`config.mk`:
```
export PLATFORM = sky130hd
export DESIGN_NAME = seq_detect_ctrl
export DESIGN_NICKNAME = d
export VERILOG_FILES = /design/src/rtl/seq_detect_ctrl.sv
export SDC_FILE = /design/constraint.sdc
export NUM_CORES = 1
export LEC_CHECK = 0
export CORE_MARGIN = 2
export CORE_UTILIZATION = 59
export CTS_CLUSTER_SIZE = 28
export DETAILED_ROUTE_END_ITERATION = 10
export HOLD_SLACK_MARGIN = 0.03
export PLACE_DENSITY = 0.94
export SLEW_MARGIN = 0
export SYNTH_ARGS = -nofsm -noshare
export SYNTH_HDL_FRONTEND = slang
export SYNTH_SLANG_ARGS = --single-unit
```
`constraint.sdc`:
```
create_clock -name clk -period 5.37 [get_ports clk]
set_input_delay 0.537 -clock clk [delete_from_list [all_inputs] [get_ports clk]]
set_output_delay 0.537 -clock clk [all_outputs]
set_load 0.1 [all_outputs]
```
`src/rtl/seq_detect_ctrl.sv`:
```
// Run-control and configuration block for a programmable serial pattern detector.
// Optional macro FIRST_MATCH_POS_EN adds first_pos / first_pos_valid outputs.
module seq_detect_ctrl #(
    parameter int PAT_W = 3,
    parameter int CNT_W = 8,
    parameter int WIN_W = 16
) (
    input  logic             clk,
    input  logic             reset_n,
    input  logic             cfg_we,
    input  logic [PAT_W-1:0] cfg_pattern,
    input  logic             cfg_overlap,
    input  logic [CNT_W-1:0] cfg_threshold,
    input  logic [WIN_W-1:0] cfg_window,
    input  logic             start,
    input  logic             stop,
    input  logic             bit_valid,
    input  logic             bit_in,
    output logic             busy,
    output logic             match_pulse,
    output logic [CNT_W-1:0] match_count,
    output logic             done,
    output logic             threshold_hit
`ifdef FIRST_MATCH_POS_EN
    ,
    output logic [WIN_W-1:0] first_pos,
    output logic             first_pos_valid
`endif
);

    localparam int FILL_W = $clog2(PAT_W + 1);

    typedef enum logic [1:0] {
        S_IDLE,
        S_RUN,
        S_DONE
    } state_e;

    state_e             state_q, state_d;
    logic [PAT_W-2:0]   hist_q, hist_d;
    logic [FILL_W-1:0]  fill_q, fill_d;
    logic [CNT_W-1:0]   cnt_q, cnt_d;
    logic [WIN_W-1:0]   win_cnt_q, win_cnt_d;
    logic               pulse_q, pulse_d;
    logic               thr_hit_q, thr_hit_d;
    logic [PAT_W-1:0]   cfg_pat_q, cfg_pat_d;
    logic               cfg_ov_q, cfg_ov_d;
    logic [CNT_W-1:0]   cfg_thr_q, cfg_thr_d;
    logic [WIN_W-1:0]   cfg_win_q, cfg_win_d;
`ifdef FIRST_MATCH_POS_EN
    logic [WIN_W-1:0]   fpos_q, fpos_d;
    logic               fpos_vld_q, fpos_vld_d;
`endif

    logic [PAT_W-1:0]   shift_w;
    logic               hit;
    logic               thr_reached;
    logic               win_reached;

    always_comb begin
        // NOTE: every comb output gets a default first so no path infers a latch.
        state_d     = state_q;
        hist_d      = hist_q;
        fill_d      = fill_q;
        cnt_d       = cnt_q;
        win_cnt_d   = win_cnt_q;
        pulse_d     = 1'b0;
        thr_hit_d   = thr_hit_q;
        cfg_pat_d   = cfg_pat_q;
        cfg_ov_d    = cfg_ov_q;
        cfg_thr_d   = cfg_thr_q;
        cfg_win_d   = cfg_win_q;
`ifdef FIRST_MATCH_POS_EN
        fpos_d      = fpos_q;
        fpos_vld_d  = fpos_vld_q;
`endif
        shift_w     = {hist_q, bit_in};
        hit         = 1'b0;
        thr_reached = 1'b0;
        win_reached = 1'b0;

        case (state_q)
            S_IDLE, S_DONE: begin
                if (cfg_we) begin
                    cfg_pat_d = cfg_pattern;
                    cfg_ov_d  = cfg_overlap;
                    cfg_thr_d = cfg_threshold;
                    cfg_win_d = cfg_window;
                end
                if (start) begin
                    state_d   = S_RUN;
                    hist_d    = '0;
                    fill_d    = '0;
                    cnt_d     = '0;
                    win_cnt_d = '0;
                    thr_hit_d = 1'b0;
`ifdef FIRST_MATCH_POS_EN
                    fpos_d     = '0;
                    fpos_vld_d = 1'b0;
`endif
                end
            end
            S_RUN: begin
                if (bit_valid) begin
                    hist_d    = shift_w[PAT_W-2:0];
                    fill_d    = (fill_q == FILL_W'(PAT_W)) ? fill_q : fill_q + FILL_W'(1);
                    win_cnt_d = win_cnt_q + WIN_W'(1);
                    hit       = (shift_w == cfg_pat_q) && (fill_q >= FILL_W'(PAT_W - 1));
                    if (hit) begin
                        pulse_d = 1'b1;
                        cnt_d   = (&cnt_q) ? cnt_q : cnt_q + CNT_W'(1);
                        // Non-overlap mode demands a full pattern of fresh bits.
                        if (!cfg_ov_q) fill_d = '0;
`ifdef FIRST_MATCH_POS_EN
                        if (!fpos_vld_q) begin
                            fpos_d     = win_cnt_d;
                            fpos_vld_d = 1'b1;
                        end
`endif
                    end
                    thr_reached = (cfg_thr_q != '0) && (cnt_d == cfg_thr_q);
                    win_reached = (cfg_win_q != '0) && (win_cnt_d == cfg_win_q);
                end
                if (thr_reached) thr_hit_d = 1'b1;
                if (stop || thr_reached || win_reached) state_d = S_DONE;
            end
            default: state_d = S_IDLE;
        endcase
    end

    // NOTE: config registers are reset too, so a start right after reset runs a known pattern.
    always_ff @(posedge clk or negedge reset_n) begin
        if (!reset_n) begin
            state_q   <= S_IDLE;
            hist_q    <= '0;
            fill_q    <= '0;
            cnt_q     <= '0;
            win_cnt_q <= '0;
            pulse_q   <= 1'b0;
            thr_hit_q <= 1'b0;
            cfg_pat_q <= '0;
            cfg_ov_q  <= 1'b1;
            cfg_thr_q <= '0;
            cfg_win_q <= '0;
`ifdef FIRST_MATCH_POS_EN
            fpos_q     <= '0;
            fpos_vld_q <= 1'b0;
`endif
        end else begin
            // NOTE: non-blocking assignments keep every flop sampling pre-edge values.
            state_q   <= state_d;
            hist_q    <= hist_d;
            fill_q    <= fill_d;
            cnt_q     <= cnt_d;
            win_cnt_q <= win_cnt_d;
            pulse_q   <= pulse_d;
            thr_hit_q <= thr_hit_d;
            cfg_pat_q <= cfg_pat_d;
            cfg_ov_q  <= cfg_ov_d;
            cfg_thr_q <= cfg_thr_d;
            cfg_win_q <= cfg_win_d;
`ifdef FIRST_MATCH_POS_EN
            fpos_q     <= fpos_d;
            fpos_vld_q <= fpos_vld_d;
`endif
        end
    end

    assign busy          = (state_q == S_RUN);
    assign done          = (state_q == S_DONE);
    assign match_pulse   = pulse_q;
    assign match_count   = cnt_q;
    assign threshold_hit = thr_hit_q;
`ifdef FIRST_MATCH_POS_EN
    assign first_pos       = fpos_q;
    assign first_pos_valid = fpos_vld_q;
`endif

endmodule

```
* After elaboration in Yosys (flattened, before gate mapping) *
Cells that the tools add are included.

word-level totals
  RAM bits = 0
  memory bits (read-only) = 0
  input bits = 35
  register bits after elaboration = 60
  memories kept = 0
  bits in latches = 0
  output and inout port bits = 12
  logic and storage cells = 71

cells by class
  div/mod/pow operators = 0
  $add $sub $neg = 3
  bitwise gates (word level) = 0
  muxes and demuxes = 31
  reduce and logical (&&, ||, !) cells = 15
  $mul = 0
  equality and inequality tests = 10
  shifts and indexed selects = 0
  $lt $le $gt $ge = 1

operators by type and width
  operator                                       number
  two-way mux 8 bit                              6
  two-way mux 16 bit                             2
  case mux 16 bit (2 select lines)               1
  adder 16 x 1 -> 16 bit, second input constant  1
  == test 16 bit                                 1
  two-way mux 2 bit                              8
  case mux 8 bit (2 select lines)                1
  nonzero test 16 bit                            1
  case mux 2 bit (2 select lines)                3
  two-way mux 1 bit                              9
  adder 8 x 1 -> 8 bit, second input constant    1
  == test 8 bit                                  1
  AND reduction 8 bit                            1
  nonzero test 8 bit                             1
  AND reduction 3 bit                            2
  == test 2 bit, second input constant           2
  != test 2 x 1 -> 1 bit, second input constant  2
  != test 2 bit, second input constant           2
  AND reduction 2 bit                            2
  == test 3 bit                                  1
  logical AND 1 bit                              3
  adder 2 x 1 -> 2 bit, second input constant    1
  == test 2 x 1 -> 1 bit, second input constant  1
  >= comparator 2 bit, second input constant     1
  5 further kinds                                6

* Depth between registers and ports, before layout *
  word-level depth = 13
  depth in mapped cells = 9
  gate-level depth less buffers = 8

* Least setup slack after synthesis *
Ideal clock, no wire load.

  kind = reg-to-reg
  from = register cnt_q[1], in the netlist match_count[1]
  to = register state_q[0]
  period minus slack after synthesis = 2.782 ns
  path slack = 2.588 ns
  cell stages (with the launch flop) = 10
  arrival time = 2.662 ns
  cell sequence = dfrtp_1 ha_1 nand3_1 nor2_1 or2_1 buf_4 a32oi_1 nor4b_2 nand4_1 a31o_1

on the way
  word-level cells in the longest chain between the ends = 13
  elaborated cells on any way between the ends = 14
  classes of those cells = add/sub (1); eq/ne (2); mux (6); reduce/logical (5)

RTL lines
  element                                                             RTL line  RTL
  start, declared                                                     42        logic [CNT_W-1:0] cnt_q, cnt_d;
  start signal, assigned                                              154       cnt_q <= cnt_d;
  adder 8 x 1 -> 8 bit / AND reduction 8 bit (equally long branches)  111       cnt_d = (&cnt_q) ? cnt_q : cnt_q + CNT_W'(1);
  two-way mux 8 bit                                                   111
  two-way mux 8 bit *                                                 109       if (hit) begin
  two-way mux 8 bit *                                                 104       if (bit_valid) begin
  two-way mux 8 bit *                                                 82        case (state_q)
  == test 8 bit *                                                     121       thr_reached = (cfg_thr_q != '0) && (cnt_d == cfg_thr_q);
  logical AND 1 bit *                                                 121
  two-way mux 1 bit *                                                 104
  two-way mux 1 bit *                                                 82
  logical OR 1 bit * (2 in a row)                                     125       if (stop || thr_reached || win_reached) state_d = S_DONE;
  != test 2 x 1 -> 1 bit (no source line) *                           --
  AND reduction 2 bit (no source line) *                              --
  end signal, assigned                                                151       state_q <= state_d;
  end, declared                                                       39        state_e state_q, state_d;

Mark *: on every way between the ends. The rest lies on a longest branch, timed or not. The select of a mux whose other input is x is not followed.
A chain may end at the register's enable or synchronous reset.

* Worst setup path after layout *
  from = register win_cnt_q[0]
  to = register state_q[0]

on the way
  word-level cells in the longest chain between the ends = 8

RTL lines
  element                                  RTL line  RTL
  start, declared                          43        logic [WIN_W-1:0] win_cnt_q, win_cnt_d;
  start signal, assigned                   155       win_cnt_q <= win_cnt_d;
  adder 16 x 1 -> 16 bit                   107       win_cnt_d = win_cnt_q + WIN_W'(1);
  == test 16 bit                           122       win_reached = (cfg_win_q != '0) && (win_cnt_d == cfg_win_q);
  logical AND 1 bit                        122
  two-way mux 1 bit                        104
  two-way mux 1 bit                        82
  logical OR 1 bit                         125
  != test 2 x 1 -> 1 bit (no source line)  --
  AND reduction 2 bit (no source line)     --

Every way passes these cells. The select of a mux whose other input is x is not followed.

==> implementation parameters <==
Parameter                              Value

Logic synthesis
  Synth Cell Area ... 0.003428 sq mm
  Post-Syn Nets ... approximately 400
  Mean area per synthesized cell ... around 9.7 sq um
  Flip-flop and latch count after synthesis ... 60
  Share of synthesized registers carrying an async set or reset ... 1.000
  Syn Inst Count ... 354
  Sequential element share of the synthesized area ... 0.4383
  Number of enable-type register cells in the synthesized netlist ... 0
  Ys flop type ... dfrtp_1
  Netlist cell types ... 57
  Number of warnings printed during yosys synthesis ... 0

Clocking
  Worst-case clock buffer depth ... 2
  Number of sinks handled by clock tree synthesis ... 60
  Setup repair bufs after CTS ... 0
  Clock root buffer ... clkbuf_8
  Count of hold buffers inserted by post-cts repair ... 0
  Clock latency reported for the late side of the worst-skew pair ... between 0.3 and 0.4 ns
  CTS tree ... done
  H-tree levels ... 3
  PostCTS Resize Cnt ... 0
  Clk slew on worst S/H paths ... approximately 0.07 ns
  Total CTS buffers ... 9

Flow run
  Total of max-cap violations ... 0

Power
  Sw power ... 0.0004562 W
  Internal power component ... about 0.00096 W
  Share of total power consumed by net switching ... 0.3214
  Sum of internal, switching and leakage power ... roughly 0.0014 W
  PD cells ... around 340 mW/mm^2
  Comb power frac ... 0.258
  Leakage dissipation ... about 1.6 nW
  IR Drop Worst-Case VDD ... approximately 0.00030 V
  Seq pwr share ... 0.430
  Clock share of power ... 0.313

Drt
  Detailed-router iteration count before antenna repair ... 6
  Vias per Instance ... roughly 6.4
  Remaining DRCs ... 0
  DR iter-0 viols ... around 290
  Post-route ant nets ... 0
  Routed wire length ... roughly 8300 um
  Total number of vias ... roughly 3000
  Avg WL per Cell ... between 15 and 20 um

Layout
  Area growth syn-to-layout ... 20.07%
  Fraction of layout cells with a size suffix above 1 ... 0.1421
  Number of antenna repair diodes ... 0
  Filler cell count in the final layout ... 381
  Design area ... about 0.0041 sq mm
  NumNets Final ... 433
  Layout Cells excl Fill ... between 400 and 500

Timing
  Slew HR ... 0.2618
  Share of the cycle needed by the critical path after routing ... 0.5472
  Final Critical Period ... between 2 and 3 ns
  Final Max Slew Viols ... 0
  Peak Freq ... 0.3403 GHz
  Skew final ... approximately 0.0070 ns
  Hold Fails Final Rpt ... 0
  Unrepaired setup endpoints after global routing ... no
  Worst Max-Slew Pin Slew ... between 1 and 1.5 ns
  TNS Setup ... 0 ns
  Final setup violation count ... 0
  Final-layout worst hold slack ... around 0.34 ns

Floorplan
  Initial core utilization ... 0.6150
  DIE AREA ... 0.006436 sq mm
  Y dimension of the die ... 80.23 um
  Number of placed I/O pins ... between 40 and 50
  Core area ... 0.005574 sq mm
  Horiz. Die Dim ... between 80 and 90 um
  FP Rows ... 27

Global route
  Pin count of the biggest net entering global routing ... 61
  Global-route total usage across every layer ... 0.2795
  Congestion Overflow GR ... 0
  Global-route wire length before repair ... about 14000 um
  Antenna violations before repair ... 0
  Via count of the first global-routing pass ... a little under 3000

Critical path
  Top fanout value on the critical path ... 10
  Category of the worst setup path launch point ... register
  Critical setup path kind ... register to register
  Critical path data required time ... about 5.6 ns
  Reg2reg path depth ... 8
  Worst path arrival time ... between 3 and 4 ns
  Crit. End Element ... register

Status
  Run status ... finished, final reports clean

Placement
  Detailed placement HPWL ... 5658 um
  Placed Cells incl. Taps ... around 460
  Placed instance area ... around 0.0039 sq mm
  GPL Wtd Cong ... approximately 0.9
  Count of buffers from port buffering ... 46

Worst hold path
  Worst min-delay path class ... input port to async pin
## synth_stat cells, types with 3 or more instances
cell type,count,share of area
inv_1,8,0.0088
clkbuf_1,7,0.0077
a22o_1,3,0.0077
xor2_1,7,0.018
o31ai_1,5,0.011
xnor2_1,24,0.061
nand2_1,37,0.041
nor3_1,5,0.0073
nor2b_1,6,0.011
buf_2,3,0.0044
nand3_1,11,0.016
mux2_2,27,0.089
dfrtp_1,59,0.43
o21ai_0,34,0.050
nor4_1,9,0.016
nand4_1,8,0.015
a21oi_1,14,0.020
nor2_1,23,0.025
nand2b_1,3,0.0055
and3_1,6,0.011
a31oi_1,3,0.0055
## cell families after synthesis
| kind of cell | synth area share |
|---|---|
| AOI/OAI and AO/OA | 0.1442 |
| buffers and inverters | 0.03321 |
| muxes | 0.09453 |
| and+or+nand+nor | 0.1985 |
| adders and majority gates | 0.007298 |
| xor gates and xnor gates | 0.08394 |
| DFF | 0.4383 |
## worst max-delay path, stage by stage, from the launching register on
cell     delay, ns
dfrtp_1       0.44
ha_1          0.43
nand4_2       0.24
nor4_1        0.68
mux2i_1       0.31
o21ai_0       0.16
nor4_2        0.25
nand2_1       0.10
a31o_1        0.22
## final cells by class
cell class,count,area [sq um],area share
inverters,8,30.03,0.007295
repair buffers,48,470.5,0.1143
clock inverters,5,77.57,0.01884
well taps,72,90.09,0.02188
clock buffers,11,131.4,0.03191
multi-input cells,269,1814,0.4407
flip-flops and latches,60,1503,0.3650
## worst paths after layout
| check | end | slack [ns] | from |
|---|---|---|---|
| max in group asynchronous | match_count[7] | 4.53 | reset_n |
| max | state_q[0] | 2.43 | win_cnt_q[0] |
| max reg2reg | state_q[0] | 2.43 | win_cnt_q[0] |
| min | cfg_win_q[7] | 0.34 | reset_n |
| min reg2reg | threshold_hit | 0.52 | threshold_hit |
| min in group clk | threshold_hit | 0.52 | threshold_hit |
## per-stage QoR
step | util | setup slack, ns
detailed placement | 0.7010 | 2.437
finish | 0.7385 | 2.431
global placement | 0.7010 | 2.516
floorplan | - | 2.588
CTS | 0.7385 | 2.481
global route | 0.7385 | 2.272
## routing by layer
| metal | vias up | GRT usage | wire length, um |
|---|---|---|---|
| li1 | 1376 | - | - |
| met2 | 155 | 0.4475 | 3993 |
| met3 | 32 | 0.09101 | 591 |
| met1 | 1464 | 0.3427 | 3423 |
| met4 | 0 | 0.1288 | 299 |
| met5 | - | 0 | 0 |
## power groups by stage
stage	registers [W]	logic, W	clock network (W)
6_report	0.000610	0.000366	0.000444
3_3_place_gp	0.000613	0.000343	0
3_5_place_dp	0.000616	0.000360	0
4_1_cts	0.000609	0.000364	0.000445
5_1_grt	0.000620	0.000398	0.000467
2_1_floorplan	0.000594	0.000271	0
## cell usage in the layout, fill, tap and decap left out, types with 2 or more instances in the layout
master / instances
o21ai_0: 34
and2_1: 2
nor4_1: 9
nand4_2: 2
and3_1: 6
a21oi_1: 14
ha_1: 2
a22o_2: 2
nand3_1: 11
o21ai_1: 2
a22oi_1: 2
xor2_1: 7
dfrtp_1: 59
buf_4: 2
o22a_1: 2
and4_1: 2
nor4_2: 2
inv_1: 8
o31ai_1: 5
nand2_1: 37
a22o_1: 3
a31oi_1: 3
or4_1: 2
nand2b_1: 3
nor3_1: 5
mux2i_1: 2
clkinv_2: 2
a311oi_1: 2
nor2_1: 23
bufinv_16: 2
nor2b_1: 5
xnor2_1: 24
nand4_1: 8
mux2_2: 27
clkbuf_1: 2
clkbuf_8: 9
or2_1: 2
clkdlybuf4s50_1: 45
## registers in the layout, summed over array words and instances (netlist names)
signal	flops
fill_q	2
match_pulse	1
match_count	8
cfg_thr_q	8
state_q	2
cfg_pat_q	3
cfg_ov_q	1
hist_q	2
threshold_hit	1
cfg_win_q	16
win_cnt_q	16
No activity file was read; power rests on OpenSTA's default activity.
